`config.mk`:
```
export PLATFORM = sky130hd
export DESIGN_NAME = exmem_mmio_flat
export DESIGN_NICKNAME = d
export VERILOG_FILES = /design/src/rtl/exmem_pkg.sv /design/src/rtl/exmem_mmio_if.sv /design/src/rtl/exmem_mmio_switch_debounce.sv /design/src/rtl/exmem_mmio.sv /design/src/flat_wrapper.sv
export SDC_FILE = /design/constraint.sdc
export NUM_CORES = 2
export LEC_CHECK = 0
export CORE_MARGIN = 3
export CORE_UTILIZATION = 50
export CTS_CLUSTER_DIAMETER = 150
export DETAILED_ROUTE_END_ITERATION = 10
export GPL_TIMING_DRIVEN = 0
export PLACE_DENSITY_LB_ADDON = 0.08
export SYNTH_ARGS = -nofsm -noshare
export SYNTH_HDL_FRONTEND = slang
export SYNTH_HIERARCHICAL = 1
export SYNTH_SLANG_ARGS = --single-unit
```
`constraint.sdc`:
```
create_clock -name clk -period 2.3 [get_ports clk]
set_clock_uncertainty 0.1 [all_clocks]
set_input_delay 0.46 -clock clk [delete_from_list [all_inputs] [get_ports clk]]
set_output_delay 0.46 -clock clk [all_outputs]
set_load 0.02 [all_outputs]
```
`src/rtl/exmem_pkg.sv`:
```
`default_nettype none
// ============================================================================
// Module  : exmem_pkg
// Purpose : Shared definitions for the MiniMIPS external memory / MMIO block:
//           region-decode enum, address-map offset helpers and clog2.
// Ports   : (package, no ports)
// Revision: 1.0 - initial release
// ============================================================================
package exmem_pkg;

  // Which part of the address space a given word address falls into.
  typedef enum logic [1:0] {
    REG_RAM  = 2'd0,
    REG_SW   = 2'd1,
    REG_LED  = 2'd2,
    REG_STAT = 2'd3
  } region_e;

  // Offsets of each MMIO group relative to the bottom of the I/O window.
  localparam int SW_OFS = 0;

  function automatic int led_ofs(input int num_sw);
    return num_sw;
  endfunction

  function automatic int stat_ofs(input int num_sw, input int num_led);
    return num_sw + num_led;
  endfunction

  // First address of the I/O window; the status register lands on the
  // very top address of the space.
  function automatic int io_base(input int addr_w, input int num_sw,
                                 input int num_led);
    return (1 << addr_w) - num_sw - num_led - 1;
  endfunction

  function automatic int clog2(input int value);
    int r;
    r = 0;
    while ((1 << r) < value) r = r + 1;
    return r;
  endfunction

endpackage
`default_nettype wire

```
`src/rtl/exmem_mmio_if.sv`:
```
`default_nettype none
// ============================================================================
// Module  : exmem_mmio_if
// Purpose : Core memory-port bundle (data/addr/wen/q) between the MiniMIPS
//           core (master) and the external memory / MMIO block (slave).
// Signals : data - write data        addr - word address
//           wen  - write enable      q    - registered read data
// Revision: 1.0 - initial release
// ============================================================================
interface exmem_mmio_if #(
  parameter int DATA_W = 8,
  parameter int ADDR_W = 8
) ();

  logic [DATA_W-1:0] data;
  logic [ADDR_W-1:0] addr;
  logic              wen;
  logic [DATA_W-1:0] q;

  modport master (output data, output addr, output wen, input  q);
  modport slave  (input  data, input  addr, input  wen, output q);

endinterface
`default_nettype wire

```
`src/rtl/exmem_mmio_switch_debounce.sv`:
```
`default_nettype none
// ============================================================================
// Module  : switch_debounce
// Purpose : One DATA_W-wide switch channel: 2-flop synchroniser followed by a
//           stability counter. The debounced value only follows the synced
//           value after a mismatch has held constant for DEBOUNCE_CYC cycles.
// Ports   : clk, reset  - clock, async active-high reset
//           raw_i       - raw switch bits (asynchronous to clk)
//           deb_o       - debounced value
//           chg_o       - high in the cycle whose closing edge updates deb_o
// Revision: 1.0 - initial release
// ============================================================================
module switch_debounce
  import exmem_pkg::*;
#(
  parameter int DATA_W       = 8,
  parameter int DEBOUNCE_CYC = 4
) (
  input  logic              clk,
  input  logic              reset,
  input  logic [DATA_W-1:0] raw_i,
  output logic [DATA_W-1:0] deb_o,
  output logic              chg_o
);

  localparam int               CNT_W    = clog2(DEBOUNCE_CYC + 1);
  localparam logic [CNT_W-1:0] CNT_MAX  = CNT_W'(DEBOUNCE_CYC);
  // cnt counts the stable cycles after the one in which the mismatch first
  // appeared, so the last qualifying cycle is reached at DEBOUNCE_CYC-1.
  localparam logic [CNT_W-1:0] FIRE_RUN = CNT_W'(DEBOUNCE_CYC - 1);

  logic [DATA_W-1:0] meta_q, sync_q, prev_q, deb_q, deb_d;
  logic [CNT_W-1:0]  cnt_q, cnt_d, run;
  logic              mismatch, stable, fire;

  always_comb begin
    mismatch = (sync_q != deb_q);
    stable   = (sync_q == prev_q);
    run      = '0;
    if (stable) begin
      run = (cnt_q == CNT_MAX) ? cnt_q : cnt_q + CNT_W'(1);
    end
    fire  = mismatch && (run == FIRE_RUN);
    cnt_d = (!mismatch || fire) ? '0 : run;
    deb_d = fire ? sync_q : deb_q;
  end

  always_ff @(posedge clk or posedge reset) begin
    if (reset) begin
      meta_q <= '0;
      sync_q <= '0;
      prev_q <= '0;
      deb_q  <= '0;
      cnt_q  <= '0;
    end else begin
      meta_q <= raw_i;
      sync_q <= meta_q;
      prev_q <= sync_q;
      deb_q  <= deb_d;
      cnt_q  <= cnt_d;
    end
  end

  assign deb_o = deb_q;
  assign chg_o = fire;

endmodule
`default_nettype wire

```
`src/rtl/exmem_mmio.sv`:
```
`default_nettype none
// ============================================================================
// Module  : exmem_mmio
// Purpose : External memory for the MiniMIPS core: synchronous read-first RAM
//           below IO_BASE, and an MMIO window at the top of the address space
//           holding debounced switch channels, LED registers and a sticky
//           switch-change status register (cleared by reading it).
// Ports   : clk, reset - clock, async active-high reset
//           bus        - core memory port (data/addr/wen in, q out)
//           switches   - raw switch inputs, NUM_SW channels of DATA_W bits
//           leds       - LED registers, NUM_LED channels of DATA_W bits
// Revision: 1.0 - initial release
// ============================================================================
module exmem_mmio
  import exmem_pkg::*;
#(
  parameter int DATA_W       = 8,
  parameter int ADDR_W       = 8,
  parameter int NUM_SW       = 1,
  parameter int NUM_LED      = 1,
  parameter int DEBOUNCE_CYC = 4
) (
  input  logic                      clk,
  input  logic                      reset,
  exmem_mmio_if.slave               bus,
  input  logic [NUM_SW*DATA_W-1:0]  switches,
  output logic [NUM_LED*DATA_W-1:0] leds
);

  localparam int IO_BASE = io_base(ADDR_W, NUM_SW, NUM_LED);
  localparam logic [ADDR_W-1:0] SW_BASE   = ADDR_W'(IO_BASE + SW_OFS);
  localparam logic [ADDR_W-1:0] STAT_ADDR = ADDR_W'(IO_BASE + stat_ofs(NUM_SW, NUM_LED));

  logic [DATA_W-1:0]         mem [IO_BASE];
  logic [NUM_SW*DATA_W-1:0]  deb_flat;
  logic [NUM_SW-1:0]         chg;
  logic [NUM_SW-1:0]         status_q, status_d;
  logic [NUM_LED*DATA_W-1:0] leds_q;
  logic [DATA_W-1:0]         q_q, q_d;
  logic [ADDR_W-1:0]         ofs;
  region_e                   region;

  // --------------------------------------------------------------------------
  // Switch channels
  // --------------------------------------------------------------------------
  for (genvar i = 0; i < NUM_SW; i++) begin : g_sw
    switch_debounce #(
      .DATA_W       (DATA_W),
      .DEBOUNCE_CYC (DEBOUNCE_CYC)
    ) u_deb (
      .clk   (clk),
      .reset (reset),
      .raw_i (switches[i*DATA_W +: DATA_W]),
      .deb_o (deb_flat[i*DATA_W +: DATA_W]),
      .chg_o (chg[i])
    );
  end

  // --------------------------------------------------------------------------
  // Address decode: ofs is the offset inside the I/O window (switches first,
  // then LEDs, then the status word at the top).
  // --------------------------------------------------------------------------
  always_comb begin
    ofs = bus.addr - SW_BASE;
    if (bus.addr < SW_BASE) begin
      region = REG_RAM;
    end else if (bus.addr == STAT_ADDR) begin
      region = REG_STAT;
    end else if (ofs < ADDR_W'(led_ofs(NUM_SW))) begin
      region = REG_SW;
    end else begin
      region = REG_LED;
    end
  end

  // --------------------------------------------------------------------------
  // Read mux; every source is the pre-edge value, which gives read-first RAM
  // and pre-write LED / pre-clear status readback for free.
  // --------------------------------------------------------------------------
  always_comb begin
    q_d = '0;
    case (region)
      REG_RAM: q_d = mem[bus.addr];
      REG_SW: begin
        for (int i = 0; i < NUM_SW; i++) begin
          if (ofs == ADDR_W'(SW_OFS + i)) q_d = deb_flat[i*DATA_W +: DATA_W];
        end
      end
      REG_LED: begin
        for (int j = 0; j < NUM_LED; j++) begin
          if (ofs == ADDR_W'(led_ofs(NUM_SW) + j)) q_d = leds_q[j*DATA_W +: DATA_W];
        end
      end
      default: q_d = DATA_W'(status_q);
    endcase
  end

  // A change landing on the same edge as a status read must survive the
  // clear, so the set term is OR-ed in after the clear.
  always_comb begin
    status_d = ((region == REG_STAT) ? '0 : status_q) | chg;
  end

  // RAM contents are deliberately left out of reset.
  always_ff @(posedge clk) begin
    if (bus.wen && (region == REG_RAM)) begin
      mem[bus.addr] <= bus.data;
    end
  end

  always_ff @(posedge clk or posedge reset) begin
    if (reset) begin
      q_q      <= '0;
      status_q <= '0;
      leds_q   <= '0;
    end else begin
      q_q      <= q_d;
      status_q <= status_d;
      for (int j = 0; j < NUM_LED; j++) begin
        if (bus.wen && (region == REG_LED) && (ofs == ADDR_W'(led_ofs(NUM_SW) + j))) begin
          leds_q[j*DATA_W +: DATA_W] <= bus.data;
        end
      end
    end
  end

  assign bus.q = q_q;
  assign leds  = leds_q;

endmodule
`default_nettype wire

```
`src/flat_wrapper.sv`:
```
// flat-port wrapper written by rule: the top's interface ports become plain ports
module exmem_mmio_flat import exmem_pkg::*;
#(
  parameter int DATA_W       = 8,
  parameter int ADDR_W       = 8,
  parameter int NUM_SW       = 1,
  parameter int NUM_LED      = 1,
  parameter int DEBOUNCE_CYC = 4
)
  (clk, reset, switches, leds, bus_data, bus_addr, bus_wen, bus_q);
  exmem_mmio_if #(.DATA_W(DATA_W), .ADDR_W(ADDR_W)) bus_i ();
  input  logic clk;
  input  logic reset;
  input  logic [NUM_SW*DATA_W-1:0] switches;
  output logic [NUM_LED*DATA_W-1:0] leds;
  input wire logic [$bits(bus_i.data)-1:0] bus_data;
  input wire logic [$bits(bus_i.addr)-1:0] bus_addr;
  input wire logic [$bits(bus_i.wen)-1:0] bus_wen;
  output wire logic [$bits(bus_i.q)-1:0] bus_q;
  assign bus_i.data = bus_data;
  assign bus_i.addr = bus_addr;
  assign bus_i.wen = bus_wen;
  assign bus_q = bus_i.q;
  exmem_mmio #(.DATA_W(DATA_W), .ADDR_W(ADDR_W), .NUM_SW(NUM_SW), .NUM_LED(NUM_LED), .DEBOUNCE_CYC(DEBOUNCE_CYC)) u_core (.clk(clk), .reset(reset), .bus(bus_i), .switches(switches), .leds(leds));
endmodule
```
## After elaboration in Yosys (flattened, before gate mapping)

Memories as Yosys holds them, arrays and structs flattened.
Index checks and enable logic that the tools add are counted.

- Add/subtract/negate cells: 2
- $lt $le $gt $ge: 2
- Equal/unequal tests: 9
- Multiplexer cells: 12
- Bitwise operators: 1
- Reduce and logical (&&, ||, !) cells: 8

Operators with widths:

| operator | number |
|---|---|
| $pmux 8 s3 | 1 |
| $mux 8 | 2 |
| $mux 3 | 3 |
| $eq 8x1->1 const B | 1 |
| $eq 8x8->1 | 1 |
| $eq 8x8->1 const B | 1 |
| $logic_not 8->1 | 1 |
| $lt 8x1->1 const B | 1 |
| $lt 8x8->1 const B | 1 |
| $ne 8x8->1 | 1 |
| $sub 8x8->8 const B | 1 |
| $mux 2 | 3 |
| $eq 2x2->1 const B | 2 |
| $logic_and 1x1->1 | 4 |
| $add 3x1->3 const B | 1 |
| $eq 3x2->1 const B | 1 |
| $eq 3x3->1 const B | 1 |
| $mux 1 | 3 |
| $eq 2x1->1 const B | 1 |
| $logic_not 2->1 | 1 |
| $logic_not 1->1 | 1 |
| $logic_or 1x1->1 | 1 |
| $or 1x1->1 | 1 |

- Register bits: 52
- Memory bits (writable): 2024
- Input bits: 27
- Output and inout bits: 16
- Memories: 1

Memory list:

| name | depth | width | read ports | clocked after Yosys merged registers in | write ports | RTL line | source |
|---|---|---|---|---|---|---|---|
| u_core.mem | 253 | 8 | 1 | 0 | 1 | exmem_mmio.sv:34 | `logic [DATA_W-1:0] mem [IO_BASE];` |

## Longest topological paths before layout

- Depth in word-level cells: 9
- Gate-level depth with buffers: 13
- Mapped depth without buffers: 7

## By module

The synthesis kept the hierarchy.

By module, submodules not included:

| module | instances | cells an instance | area each (um^2) | seq. area each (um^2) |
|---|---|---|---|---|
| exmem_mmio | 1 | 3732 | 79389.9 | 61203.7 |
| switch_debounce | 1 | 78 | 1255.0 | 875.8 |

## Least setup slack after synthesis

Ideal clock, no wire load.

- Path kind: input-to-reg
- From: in bus_addr[0]
- To: mem u_core.mem[81][0] (enable)
- Setup time: 0.371 ns
- Data arrival time: 2.704 ns
- Required time: 1.829 ns
- Slack: -0.875 ns
- Stages: 11
- Path buffers: 7
- Cell sequence: buf_4 > buf_4 > buf_4 > buf_4 > inv_1 > buf_4 > buf_2 > nor2_1 > nand2_1 > clkbuf_1 > nor2_1

- Cells in the longest elaborated chain, start to end: 9
- Elaborated cells on any way between the ends: 11
- Those cells by class: add/sub (1); order compare (2); eq/ne (1); mux (5); reduce/logical (2)

Ends and longest elaborated chain:

| item | RTL line | source |
|---|---|---|
| start, declared | flat_wrapper.sv:17 | `input wire logic [$bits(bus_i.addr)-1:0] bus_addr;` |
| $sub 8x8->8 | exmem_mmio.sv:64 | `ofs = bus.addr - SW_BASE;` |
| $lt 8x1->1 | exmem_mmio.sv:69 | `end else if (ofs < ADDR_W'(led_ofs(NUM_SW))) begin` |
| $mux 2 | exmem_mmio.sv:69 |  |
| $mux 2 | exmem_mmio.sv:67 | `end else if (bus.addr == STAT_ADDR) begin` |
| $mux 2 | exmem_mmio.sv:65 | `if (bus.addr < SW_BASE) begin` |
| $logic_not 2->1 | exmem_mmio.sv:106 | `if (bus.wen && (region == REG_RAM)) begin` |
| $logic_and 1x1->1 | exmem_mmio.sv:106 |  |
| $mux 1 | exmem_mmio.sv:106 |  |
| $mux 1 (not written as such) | exmem_mmio.sv:107 | `mem[bus.addr] <= bus.data;` |
| end, declared | exmem_mmio.sv:34 |  |

Several ways; a longest one is shown, not always the timed one.

## Final worst setup path

- From: in bus_addr[1]
- To: reg u_core.q_q[7], in the netlist u_core/bus.q[7]

- Cells in the longest elaborated chain, start to end: 7
- Elaborated cells on any way between the ends: 16
- Those cells by class: add/sub (1); order compare (2); eq/ne (4); mux (6); reduce/logical (2); memory (1)

Ends and longest elaborated chain:

| item | RTL line | source |
|---|---|---|
| $sub 8x8->8 | exmem_mmio.sv:64 |  |
| $lt 8x1->1 | exmem_mmio.sv:69 |  |
| $mux 2 | exmem_mmio.sv:69 |  |
| $mux 2 | exmem_mmio.sv:67 |  |
| $mux 2 | exmem_mmio.sv:65 |  |
| $eq 2x2->1, or another cell as far along | exmem_mmio.sv:82 | `case (region)` |
| $pmux 8 s3 * | exmem_mmio.sv:82 |  |
| named net u_core.q_d[7] | exmem_mmio.sv:39 | `logic [DATA_W-1:0] q_q, q_d;` |
| end signal, assigned | exmem_mmio.sv:117 | `q_q <= q_d;` |
| end, declared | exmem_mmio.sv:39 |  |

The timed path passes the listed nets; every way through them passes the cells marked *.
A chain may end at the register's enable or synchronous reset.

==> metrics.md <==
| Metric | Value |
|---|---|
| Dpl hpwl | `195000 um` |
| Largest cells by area after synthesis | `edfxtp_1, mux4_2, mux2i_1` |
| Antenna violations before repair | `19` |
| Initial Util | `50.6%` |
| Iteration-0 DRC Markers | `8556` |
| Top cells by count, synth | `edfxtp_1, mux4_2, nor2_1` |
| Crit path time final | `3.16 ns` |
| Finished Layout Cells | `6670` |
| Worst Path Buf+Inv | `5` |
| Met1 wire length | `110000 um` |
| CTS tree | `built` |
| Top delay family on crit path | `buffers and inverters` |
| Vias | `46800` |
| Setup TNS | `-41.51 ns` |
| Post-synth EDFFs | `2024` |
| Synth Flop Type | `edfxtp_1` |
| RSZ-0062 raised after global routing | `true` |
| Syn Inst Count | `3810` |
| Total GRT Usage | `37.3%` |
| Die area | `166000 um^2` |
| Syn nets | `3839` |
| Share of the synthesized area in the top cell type | `75.4%` |
| Slowest CP cell | `nor4_4` |
| Synth async-reset ratio | `2.50%` |
| DR WL/cell | `46.6 um` |
| CP cell instances | `buf_12, buf_12, buf_12, buf_6, buf_6, mux2i_1, a21oi_1, a31oi_1, nand4_1, nor4_4, o221ai_1` |
| # port buffers | `39` |
| CTS Sinks | `2076` |
| Total CTS buffers | `208` |
| Overflow after GRT | `0` |
| CTS root buf | `clkbuf_16` |
| Max-slew violations | `0` |
| Setup WS pre-CTS | `-4.54 ns` |
| Met2 wire len | `133000 um` |
| Drt pass-1 iters | `6` |
| Die Wd | `408 um` |
| Dpl cell area | `85500 um^2` |
| Layout Nets | `4369` |
| Peak supply drop | `810 uV` |
| IO Count | `43` |
| Worst slew pin tran | `1.29 ns` |
| Count leader, synth | `edfxtp_1` |
| Leakage | `31.6 nW` |
| Core area | `159000 um^2` |
| Row count | `146` |
| Seq/Total Area, Yosys | `77.0%` |
| CTS H-tree depth | `4` |
| Worst-path maximum fanout | `10` |
| Wire length on met3 | `45100 um` |
| CP endpoint kind | `flop` |
| CP Launch Type | `primary input` |
| Residual DRC | `0` |
| Synthesis-stage register bit count | `2076` |
| Most area-hungry cell type in the Yosys netlist | `edfxtp_1` |
| Largest net degree at the start of global routing | `154` |
| DR top layer | `met5` |
| Rel. slew slack | `13.6%` |
| Crit Path Class | `primary input to flop` |
| Die H | `408 um` |
| Pwr per Cell Area | `817 nW/um^2` |
| Fill cells | `11000` |
| Vias per cell | `7.02` |
| Status | `finished, violations left` |
| Area grow syn2layout | `23.3%` |
| Max clock buf depth | `3` |
| Final setup viols | `740` |
| Worst skew pair latency | `0.87 ns` |
| Slowest stage delay, CP | `0.64 ns` |
| Syn Area/Cell | `21.2 um^2` |
| CP Data Arrival Time | `3.74 ns` |
| Vias in the first global route | `43600` |
| Fin crit share | `137%` |
| Fin. Hold Viols | `0` |
| Gpl congestion | `1.01` |
| Total power | `81.2 mW` |
| Routed wire length | `311000 um` |
| Max-Cap Viols | `0` |
| Failing checks | `setup timing` |
| Layout cells sized above 1 | `38.4%` |
| Mapped cell area | `80600 um^2` |
| Clock transition at the registers of the reported paths | `0.06 ns` |
| First-pass GRT wire length | `407000 um` |
| Warnings, synthesis | `6` |
| Antenna Nets Post-Route | `0` |
| Setup ws final | `-0.859 ns` |
| Worst hold path type | `primary input to flop` |
| Most common cell type on the critical path | `buf_12` |
| Placed cell count | `6015` |
| Worst path required time | `2.88 ns` |
| Final instance area | `99400 um^2` |
| Yosys cell types | `64` |
| Fmax achieved | `317 MHz` |
-- metrics by stage --
| step | utilization, % | hold slack (ns) |
|---|---|---|
| final | 62.4 | 0.00773 |
| after global routing | 62.4 | 0.0175 |
| after CTS | 61.5 | 0.00819 |
| after detailed placement | 53.7 | 0.236 |
| after global placement | 53.3 | 0.235 |
| after floorplan | - | 0.231 |
-- metal layers --
metal	up-vias	track usage, %
met3	872	13.6
met4	4	21.7
met5	-	0
met2	3890	52.6
met1	25000	50.4
li1	17000	-
-- cell families after synthesis --
logic type,after synthesis,share of synthesized area (%)
AOI/OAI and AO/OA,241,2.22
xor gates and xnor gates,17,0.185
adders and majority gates,2,0.0310
buffers and inverters,232,1.36
DFF,2076,77.0
muxes,691,16.3
and+or+nand+nor,551,2.95
-- cell type report --
type / count / area [um^2] / area share, %
tap: 2146 / 2690 / 2.70
timing repair buffer: 324 / 4180 / 4.21
clock inverter: 121 / 1180 / 1.19
clock buffer: 264 / 5430 / 5.46
inverter: 11 / 48.8 / 0.0491
antenna: 9 / 22.5 / 0.0227
sequential: 2076 / 62100 / 62.5
buffer: 217 / 3360 / 3.38
multi-input combinational: 1502 / 20400 / 20.5
-- sequential cells by signal (all words and copies together) (netlist names) --
register                  cells
u_core/bus.q                  8
u_core/g_sw.u_deb/deb_o       8
u_core/g_sw.u_deb/meta_q      8
u_core/g_sw.u_deb/cnt_q       3
u_core/g_sw.u_deb/sync_q      8
u_core/status_q               1
u_core/g_sw.u_deb/prev_q      8
u_core/mem                 2024
u_core/leds                   8
-- what timing repair did --
action                                  CTS  global route
cloned                                    1             1
buffers inserted                        175            77
gates resized for setup                1012            75
pin swaps                                96            63
endpoints found under the hold margin    52             0
setup endpoints to repair              2065           974
hold buffers                             12             0
-- worst paths after layout --
kind,start,endpoint,slack (ns),cells after the start
worst max register to register,u_core/mem[91][3]$_DFFE_PP_,u_core/bus.q[3]$_DFF_PP0_,-0.81,7
max in group asynchronous,reset,u_core/leds[0]$_DFFE_PP0P_,1.05,3
worst min register to register,u_core/g_sw[0].u_deb/meta_q[0]$_DFF_PP0_,u_core/g_sw[0].u_deb/sync_q[0]$_DFF_PP0_,0.25,0
worst min-delay path,bus_data[4],u_core/mem[233][4]$_DFFE_PP_,0.008,1
min in group asynchronous,reset,u_core/g_sw[0].u_deb/deb_o[2]$_DFFE_PP0P_,0.55,3
worst max-delay path,bus_addr[1],u_core/bus.q[7]$_DFF_PP0_,-0.86,11
-- layout by cell type (no fill, tap or decap), types with 19 or more instances in the layout --
master,count
a21oi_1,28
a22oi_1,38
buf_12,151
buf_16,41
buf_4,165
buf_6,29
buf_8,38
clkbuf_1,58
clkbuf_16,222
clkbuf_4,25
clkinv_1,41
clkinv_2,43
dfrtp_1,51
edfxtp_1,2024
mux2_2,28
mux2i_1,136
mux2i_4,20
mux4_2,493
nand2_1,107
nand3_1,19
nor2_1,22
nor2_2,37
nor2_4,227
o21ai_0,19
-- report_power, final --
| group | switching, mW | internal [mW] | total, mW | leakage (nW) |
|---|---|---|---|---|
| Combinational | 4.25 | 2.07 | 6.32 | 9.56 |
| Sequential | 0.0485 | 41.6 | 41.7 | 18.8 |
| Clock | 14.8 | 18.4 | 33.2 | 3.22 |
No activity file was read; power rests on OpenSTA's default activity.
